$ cat config.mk
export PLATFORM = sky130hd
export DESIGN_NAME = byte_serializer
export DESIGN_NICKNAME = d
export VERILOG_FILES = /design/src/rtl/byte_serializer.sv
export SDC_FILE = /design/constraint.sdc
export NUM_CORES = 1
export LEC_CHECK = 0
export CORE_ASPECT_RATIO = 2
export CORE_MARGIN = 1
export CORE_UTILIZATION = 55
export DETAILED_ROUTE_END_ITERATION = 7
export PLACE_DENSITY = 0.82
export SYNTH_ARGS = -nofsm -noshare
export SYNTH_HDL_FRONTEND = slang
export SYNTH_SLANG_ARGS = --single-unit
$ cat constraint.sdc
create_clock -name clk -period 2.6 [get_ports clk]
set_clock_uncertainty 0.05 [all_clocks]
set_input_delay 0.65 -clock clk [delete_from_list [all_inputs] [get_ports clk]]
set_output_delay 0.65 -clock clk [all_outputs]
set_load 0.01 [all_outputs]
$ cat src/rtl/byte_serializer.sv
// Byte FIFO + MSB-first serializer feeding the bit-serial pattern detector; frames leave gapless.
// Optional 9th even-parity bit per frame when BYTE_SERIALIZER_PARITY_EN is defined.
module byte_serializer #(
  parameter int   DEPTH    = 4,
  parameter logic IDLE_BIT = 1'b0
) (
  input  logic                       clk,
  input  logic                       rst,
  input  logic [7:0]                 in_data,
  input  logic                       in_valid,
  output logic                       in_ready,
  output logic                       ser_out,
  output logic                       ser_valid,
  output logic                       ser_par,
  output logic                       busy,
  output logic [$clog2(DEPTH):0]     fifo_level,
  output logic [15:0]                bytes_sent
);

  localparam int AW = $clog2(DEPTH);
  localparam int LW = AW + 1;
`ifdef BYTE_SERIALIZER_PARITY_EN
  localparam logic [3:0] LAST_BIT = 4'd8;
`else
  localparam logic [3:0] LAST_BIT = 4'd7;
`endif

  typedef enum logic {S_IDLE, S_SHIFT} state_t;

  logic [7:0]    r_mem [DEPTH];
  logic [AW-1:0] r_wr_ptr;
  logic [AW-1:0] r_rd_ptr;
  logic [LW-1:0] r_level;

  state_t        r_state;
  logic [7:0]    r_shreg;
  logic [3:0]    r_bit_cnt;
  logic          r_ser_out;
  logic          r_ser_valid;
  logic          r_ser_par;
  logic          r_last;
  logic [15:0]   r_bytes_sent;
`ifdef BYTE_SERIALIZER_PARITY_EN
  logic          r_par;
`endif

  logic          w_push;
  logic          w_pop;
  logic [7:0]    w_head;

  assign in_ready = (r_level < LW'(DEPTH));
  assign w_push   = in_valid && in_ready;
  assign w_head   = r_mem[r_rd_ptr];
  // Pop when idle, or on the last frame bit so the next frame follows with no gap.
  assign w_pop    = (r_level != '0) &&
                    ((r_state == S_IDLE) || (r_bit_cnt == LAST_BIT));

  always_ff @(posedge clk) begin
    if (w_push) r_mem[r_wr_ptr] <= in_data;
  end

  always_ff @(posedge clk) begin
    if (rst) begin
      r_wr_ptr <= '0;
      r_rd_ptr <= '0;
      r_level  <= '0;
    end else begin
      if (w_push) r_wr_ptr <= r_wr_ptr + 1'b1;
      if (w_pop)  r_rd_ptr <= r_rd_ptr + 1'b1;
      case ({w_push, w_pop})
        2'b10:   r_level <= r_level + 1'b1;
        2'b01:   r_level <= r_level - 1'b1;
        default: r_level <= r_level;
      endcase
    end
  end

  always_ff @(posedge clk) begin
    if (rst) begin
      r_state      <= S_IDLE;
      r_shreg      <= '0;
      r_bit_cnt    <= '0;
      r_ser_out    <= IDLE_BIT;
      r_ser_valid  <= 1'b0;
      r_ser_par    <= 1'b0;
      r_last       <= 1'b0;
      r_bytes_sent <= '0;
`ifdef BYTE_SERIALIZER_PARITY_EN
      r_par        <= 1'b0;
`endif
    end else begin
      r_ser_out   <= IDLE_BIT;
      r_ser_valid <= 1'b0;
      r_ser_par   <= 1'b0;
      r_last      <= 1'b0;
      // The count moves on the edge that ends the frame's final bit cycle.
      if (r_last) r_bytes_sent <= r_bytes_sent + 16'd1;
      case (r_state)
        S_IDLE: begin
          if (w_pop) begin
            r_shreg   <= w_head;
            r_bit_cnt <= '0;
            r_state   <= S_SHIFT;
`ifdef BYTE_SERIALIZER_PARITY_EN
            r_par     <= ^w_head;
`endif
          end
        end
        S_SHIFT: begin
          r_ser_valid <= 1'b1;
          r_ser_out   <= r_shreg[7];
          r_shreg     <= {r_shreg[6:0], 1'b0};
          r_bit_cnt   <= r_bit_cnt + 4'd1;
`ifdef BYTE_SERIALIZER_PARITY_EN
          if (r_bit_cnt == 4'd8) begin
            r_ser_out <= r_par;
            r_ser_par <= 1'b1;
          end
`endif
          if (r_bit_cnt == LAST_BIT) begin
            r_last <= 1'b1;
            if (w_pop) begin
              r_shreg   <= w_head;
              r_bit_cnt <= '0;
`ifdef BYTE_SERIALIZER_PARITY_EN
              r_par     <= ^w_head;
`endif
            end else begin
              r_state <= S_IDLE;
            end
          end
        end
        default: r_state <= S_IDLE;
      endcase
    end
  end

  assign ser_out    = r_ser_out;
  assign ser_valid  = r_ser_valid;
  assign ser_par    = r_ser_par;
  assign busy       = (r_state == S_SHIFT);
  assign fifo_level = r_level;
  assign bytes_sent = r_bytes_sent;

endmodule

==> results of run 1 <==
[power by group through the flow]
stage	clock (W)	combinational, W	sequential, W
after global routing	0.000908	0.00106	0.00158
after CTS	0.000849	0.000960	0.00156
after detailed placement	0	0.000955	0.00158
after global placement	0	0.000925	0.00157
final	0.000824	0.000949	0.00156
after floorplan	0	0.000726	0.00153
[area by class of cell]
cell class,count,area (sq um)
clock buffer,10,128
sequential,73,1780
multi-input combinational,159,1150
timing repair buffer,40,383
tap,60,75.1
inverter,8,30.0
fill,416,1770
clock inverter,6,58.8
[how the worst max path moves through the flow]
stage / startpoint / cells past startpoint / to / slack, ns
2_1_floorplan: r_bit_cnt[0]$_SDFFE_PP0P_ / 9 / fifo_level[2]$_SDFFE_PP0P_ / 0.28
3_3_place_gp: in_valid / 9 / fifo_level[2]$_SDFFE_PP0P_ / 0.08
3_5_place_dp: in_valid / 9 / fifo_level[2]$_SDFFE_PP0P_ / 0.006
4_1_cts: busy$_SDFF_PP0_ / 2 / busy / 0.33
5_1_grt: r_bit_cnt[0]$_SDFFE_PP0P_ / 9 / fifo_level[2]$_SDFFE_PP0P_ / 0.22
6_report: busy$_SDFF_PP0_ / 2 / busy / 0.36
[worst max-delay path, stage by stage (launching register included)]
cell,delay (ns)
dfxtp_1,0.34
buf_4,0.27
clkdlybuf4s50_1,0.59
[state kept, by name, indices dropped and copies added (netlist names), named ones only]
name	cells
bytes_sent	16
fifo_level	3
ser_out	1
r_shreg	8
r_last	1
ser_valid	1
r_rd_ptr	2
r_mem	32
busy	1
r_bit_cnt	4
r_wr_ptr	2
[metrics by stage]
stage	hold slack (ns)	worst slack, ns	total power [W]
after floorplan	0.381	0.279	0.00226
after detailed placement	0.402	0.00590	0.00254
after global routing	0.463	0.222	0.00355
after global placement	0.404	0.0815	0.00250
after CTS	0.423	0.334	0.00337
final	0.419	0.361	0.00333
[layout by cell type, fill, tap and decap left out, types with 4 or more instances in the layout]
master,instances
dfxtp_1,41
clkdlybuf4s50_1,33
edfxtp_1,32
nor2_1,31
xor2_1,14
a21oi_1,11
nor2b_1,11
nand4_1,9
clkbuf_8,9
inv_1,8
mux4_2,8
nor4_1,8
a211oi_1,8
nor3b_1,7
ha_1,7
buf_4,7
and2_1,6
o21ai_0,6
xnor2_1,5
nand3b_1,4
nand2_1,4
or3_1,4
nand3_1,4
[routing by layer]
layer | track usage [%] | part of all wire, %
met2 | 35.1 | 57
met3 | 6.10 | 3.0
met1 | 19.1 | 38
met5 | 0 | 0
met4 | 10.3 | 2.0
[kinds of logic after synthesis]
logic type	Yosys count
and+or+nand+nor	97
DFF	73
AOI/OAI and AO/OA	25
buffers and inverters	23
xor gates and xnor gates	19
muxes	9
adders and majority gates	8
other	1
==> metrics.md, run 1 <==
| Metric | Value |
|---|---|
| FP Rows | 38 |
| Hold path endpoint | ser_out$_SDFF_PP0_ |
| Share of post-route cells with drive strength above 1 | 10.5% |
| Fin util | 67.1% |
| Fin Setup TNS | 0 ns |
| CTS tree | built |
| Combinational power share | 28.5% |
| Port buffer count | 33 |
| Clock Power Share | 24.8% |
| Largest net degree at the start of global routing | 28 |
| Initial Util | 56.6% |
| ANT nets after route | 0 |
| Synth top area cells | edfxtp_1, dfxtp_1, mux4_2 |
| Via-to-Cell Ratio | 5.60 |
| Minimum clock period | 2.24 ns |
| CTS resizes | 0 |
| GRT Residual Overflow | 0 |
| Reg2reg setup slack | 0.36 ns |
| Final worst-path cycle share | 86.1% |
| Post-DP HPWL | 3680 um |
| MaxCap Viol Count | 0 |
| Clock sinks | 73 |
| Final wirelength | 5000 um |
| Mux cell area share after synthesis | 6.26% |
| Synth unique cells | 34 |
| Synth cell count leaders | dfxtp_1, edfxtp_1, nor2_1, xor2_1 |
| Maximum vdd ir drop | 0.631 mV |
| Min-delay src | r_shreg[7]$_SDFFE_PP0P_ |
| Max transition margin | 64.8% |
| Flops & latches, synth | 73 |
| Worst hold path class | register to register |
| Main synth FF type | dfxtp_1 |
| Internal | 0.00232 W |
| Largest family of logic cells by synthesized area | simple AND/OR/NAND/NOR gates |
| Synth Cell Area | 0.00304 sq mm |
| Synth Area in Compound Gates | 4.77% |
| Final GP Congestion | 0.801 |
| Final Cell Area | 0.00361 sq mm |
| Final nets | 310 |
| Yosys warnings | 0 |
| CP arrival | 1.54 ns |
| Worst Max-Slew Pin Slew | 0.527 ns |
| First-pass GRT wire length | 8000 um |
| Area post-placement | 0.00342 sq mm |
| Seq/Total Area, Yosys | 58.6% |
| Initial antenna violation count | 0 |
| Post-CTS Setup Repair Bufs | 0 |
| GRT Util Overall | 19.9% |
| Fmax | 0.447 GHz |
| Worst setup EP type | output pin |
| Vias | 1992 |
| Crit Reg-Reg Startpoint | r_bit_cnt[0]$_SDFFE_PP0P_ |
| Worst-skew pair later-pin latency | 0.34 ns |
| Syn nets | 274 |
| Synth Area in Adders | 3.54% |
| Die area | 0.00585 sq mm |
| Core region area | 0.00537 sq mm |
| P_leak | 1.24 nW |
| Root Driver | clkbuf_8 |
| Cell taking the most area after synthesis | edfxtp_1 |
| CP Class | register to output pin |
| Flop pwr share | 46.7% |
| Placed cell count | 340 |
| XOR/XNOR Fraction of Synth Area | 5.47% |
| Crit path max fanout | 27 |
| P per Cell Area | 923 mW/mm^2 |
| # DRC | 0 |
| Hold_buf cts | 0 |
| Outcome | completed |
| Clock-pin slew on the worst setup and hold paths | 0.07 ns |
| CP Launch Type | register |
| EDFF count, synth | 32 |
| Hold path cells | 1 |
| Max Slew Vio Count | 0 |
| Routed length per instance | 14.0 um |
| RSZ-0062 raised after global routing | no |
| Mapped Cells | 255 |
| Vias in the first global route | 1844 |
| Reg2Reg Depth | 9 |
| Most common cell in the netlist | dfxtp_1 |
| Fin. Hold Viols | 0 |
| Net Sw Frac | 30.2% |
| WP data required | 1.90 ns |
| Ant. Diodes | 0 |
| DRT iter0 DRCs | 43 |
| First-pass DRT Iterations | 4 |
| Area delta synth->final | 18.6% |
| Async set or reset register ratio after synthesis | 0% |
| Setup violators final | 0 |
| R2R Path End | fifo_level[2]$_SDFFE_PP0P_ |
| Num CTS Buffers | 9 |
| Mapped Avg Cell Area | 11.9 sq um |
| Psw | 0.00101 W |
| H-tree Lvls | 3 |
| CTS Buffer Depth | 2 |
| Ports | 35 |
| Post-synth top area share | 31.6% |
| Die Wd | 54.6 um |
| Die H | 107 um |
| Post-Synth Simple-Gate Area | 17.7% |
| Cell Count, Final, Fillers Out | 356 |
(Power assumes the default switching activity.)
==> run 2: changes to the inputs <==
Settings changed: ABC_AREA from default to 0, SETUP_SLACK_MARGIN from default to 0.15.
==> results of run 2 <==
Same layout as run 1: the final DEF is identical, and so are final timing and power.
==> run 3: changes to the inputs <==
Settings changed: CORE_MARGIN 1 to 2.
==> metrics.md, run 3 (synthesis gave the netlist of run 1 again) <==
| Metric | Value |
|---|---|
| CP Launch Type | register (unchanged) |
| # DRC | 0 (unchanged) |
| P per Cell Area | 936 mW/mm^2 (was 923 mW/mm^2) |
| Final GP Congestion | 0.779 (was 0.801) |
| Hold_buf cts | 0 (unchanged) |
| ANT nets after route | 0 (unchanged) |
| Initial antenna violation count | 0 (unchanged) |
| Core region area | 0.00537 sq mm (unchanged) |
| Minimum clock period | 2.28 ns (was 2.24 ns) |
| CP Class | register to output pin (unchanged) |
| Fin. Hold Viols | 0 (unchanged) |
| GRT Util Overall | 19.9% (about the same) |
| Worst-skew pair later-pin latency | 0.35 ns (was 0.34 ns) |
| Die H | 109 um (was 107 um) |
| Largest net degree at the start of global routing | 28 (unchanged) |
| Setup violators final | 0 (unchanged) |
| Post-CTS Setup Repair Bufs | 0 (unchanged) |
| Max Slew Vio Count | 0 (unchanged) |
| Routed length per instance | 15.0 um (was 14.0 um) |
| Crit path max fanout | 27 (unchanged) |
| Num CTS Buffers | 9 (unchanged) |
| Worst hold path class | register to register (unchanged) |
| Via-to-Cell Ratio | 5.69 (was 5.60) |
| Die Wd | 56.6 um (was 54.6 um) |
| Area delta synth->final | 19.3% (was 18.6%) |
| DRT iter0 DRCs | 67 (was 43) |
| WP data required | 1.90 ns (about the same) |
| CTS tree | built (unchanged) |
| Worst Max-Slew Pin Slew | 0.510 ns (was 0.527 ns) |
| Final wirelength | 5350 um (was 5000 um) |
| Clock-pin slew on the worst setup and hold paths | 0.07 ns (about the same) |
| Worst setup EP type | output pin (unchanged) |
| Hold WS | 0.419 ns (about the same) |
| Initial Util | 56.6% (unchanged) |
| Vias | 2030 (was 1992) |
| Ant. Diodes | 0 (unchanged) |
| Ports | 35 (unchanged) |
| FP Rows | 38 (unchanged) |
| Final worst-path cycle share | 87.8% (was 86.1%) |
| Root Driver | clkbuf_8 (unchanged) |
| Share of post-route cells with drive strength above 1 | 11.8% (was 10.5%) |
| Commonest non-fill, non-tap cell in the layout | dfxtp_1 (unchanged) |
| MaxCap Viol Count | 0 (unchanged) |
| Max transition margin | 65.9% (was 64.8%) |
| Clock sinks | 73 (unchanged) |
| Vias in the first global route | 2045 (was 1844) |
| Commonest non-fill, non-tap cells in the layout | dfxtp_1, clkdlybuf4s50_1, edfxtp_1, nor2_1, xor2_1 (unchanged) |
| Die area | 0.00617 sq mm (was 0.00585 sq mm) |
| Largest Register | r_mem (unchanged) |
| CP arrival | 1.58 ns (was 1.54 ns) |
| First-pass DRT Iterations | 4 (unchanged) |
| Post-DP HPWL | 3840 um (was 3680 um) |
| Final nets | 311 (was 310) |
| Port buffer count | 33 (unchanged) |
| GRT Residual Overflow | 0 (unchanged) |
| Largest register FFs | 32 (unchanged) |
| Outcome | completed (unchanged) |
| Maximum vdd ir drop | 0.622 mV (was 0.631 mV) |
| CTS Buffer Depth | 2 (unchanged) |
| H-tree Lvls | 3 (unchanged) |
| Fin Setup TNS | 0 ns (unchanged) |
| P_leak | 1.26 nW (was 1.24 nW) |
| CTS resizes | 0 (unchanged) |
| First-pass GRT wire length | 9170 um (was 8000 um) |
| RSZ-0062 raised after global routing | no (unchanged) |
| Fmax | 0.438 GHz (was 0.447 GHz) |
[run 3: critical path, stage by stage, from the launching register on]
cell and delay [ns]:
dfxtp_1 0.37, buf_4 0.28, clkdlybuf4s50_1 0.59
[run 3: path summary, 6_finish.rpt]
check                             from                         end  slack (ns)  cells after the start
max                    busy$_SDFF_PP0_                        busy        0.32                      2
min            r_shreg[7]$_SDFFE_PP0P_          ser_out$_SDFF_PP0_        0.42                      1
max reg2reg  r_bit_cnt[0]$_SDFFE_PP0P_  fifo_level[2]$_SDFFE_PP0P_        0.32                      9
min reg2reg    r_shreg[7]$_SDFFE_PP0P_          ser_out$_SDFF_PP0_        0.42                      1
[run 3: cell type report]
type	count	area [sq um]
Timing Repair Buffer	41	390
Inverter	8	30.0
Fill cell	407	1750
Sequential cell	73	1780
Tap cell	60	75.1
Multi-Input combinational cell	159	1150
Clock buffer	10	138
Clock inverter	6	57.6
[run 3: metrics by stage]
| stage | utilization (%) | area, sq um | cells | power [W] | setup WS (ns) |
|---|---|---|---|---|---|
| after detailed placement | 63.8 | 3430 | 341 | 0.00255 | 0.0251 |
| final | 67.5 | 3630 | 357 | 0.00339 | 0.318 |
| after global placement | 63.8 | 3430 | 341 | 0.00250 | 0.0781 |
| after CTS | 67.4 | 3620 | 357 | 0.00342 | 0.264 |
| after floorplan | - | 3040 | 255 | 0.00226 | 0.279 |
| after global routing | 67.5 | 3630 | 357 | 0.00362 | 0.187 |
[run 3: metal layers]
metal	GRT usage (%)	vias to the layer above	part of all wire, %
li1	-	987	-
met1	19.9	991	37
met2	35.5	43	57
met3	6.29	9	3.6
met4	11.2	0	2.2
met5	0	-	0
[run 3: power by group]
group	switching (W)	internal [W]
sequential	0.000143	0.00141
clock	0.000398	0.000462
combinational	0.000501	0.000476
total	0.00104	0.00235
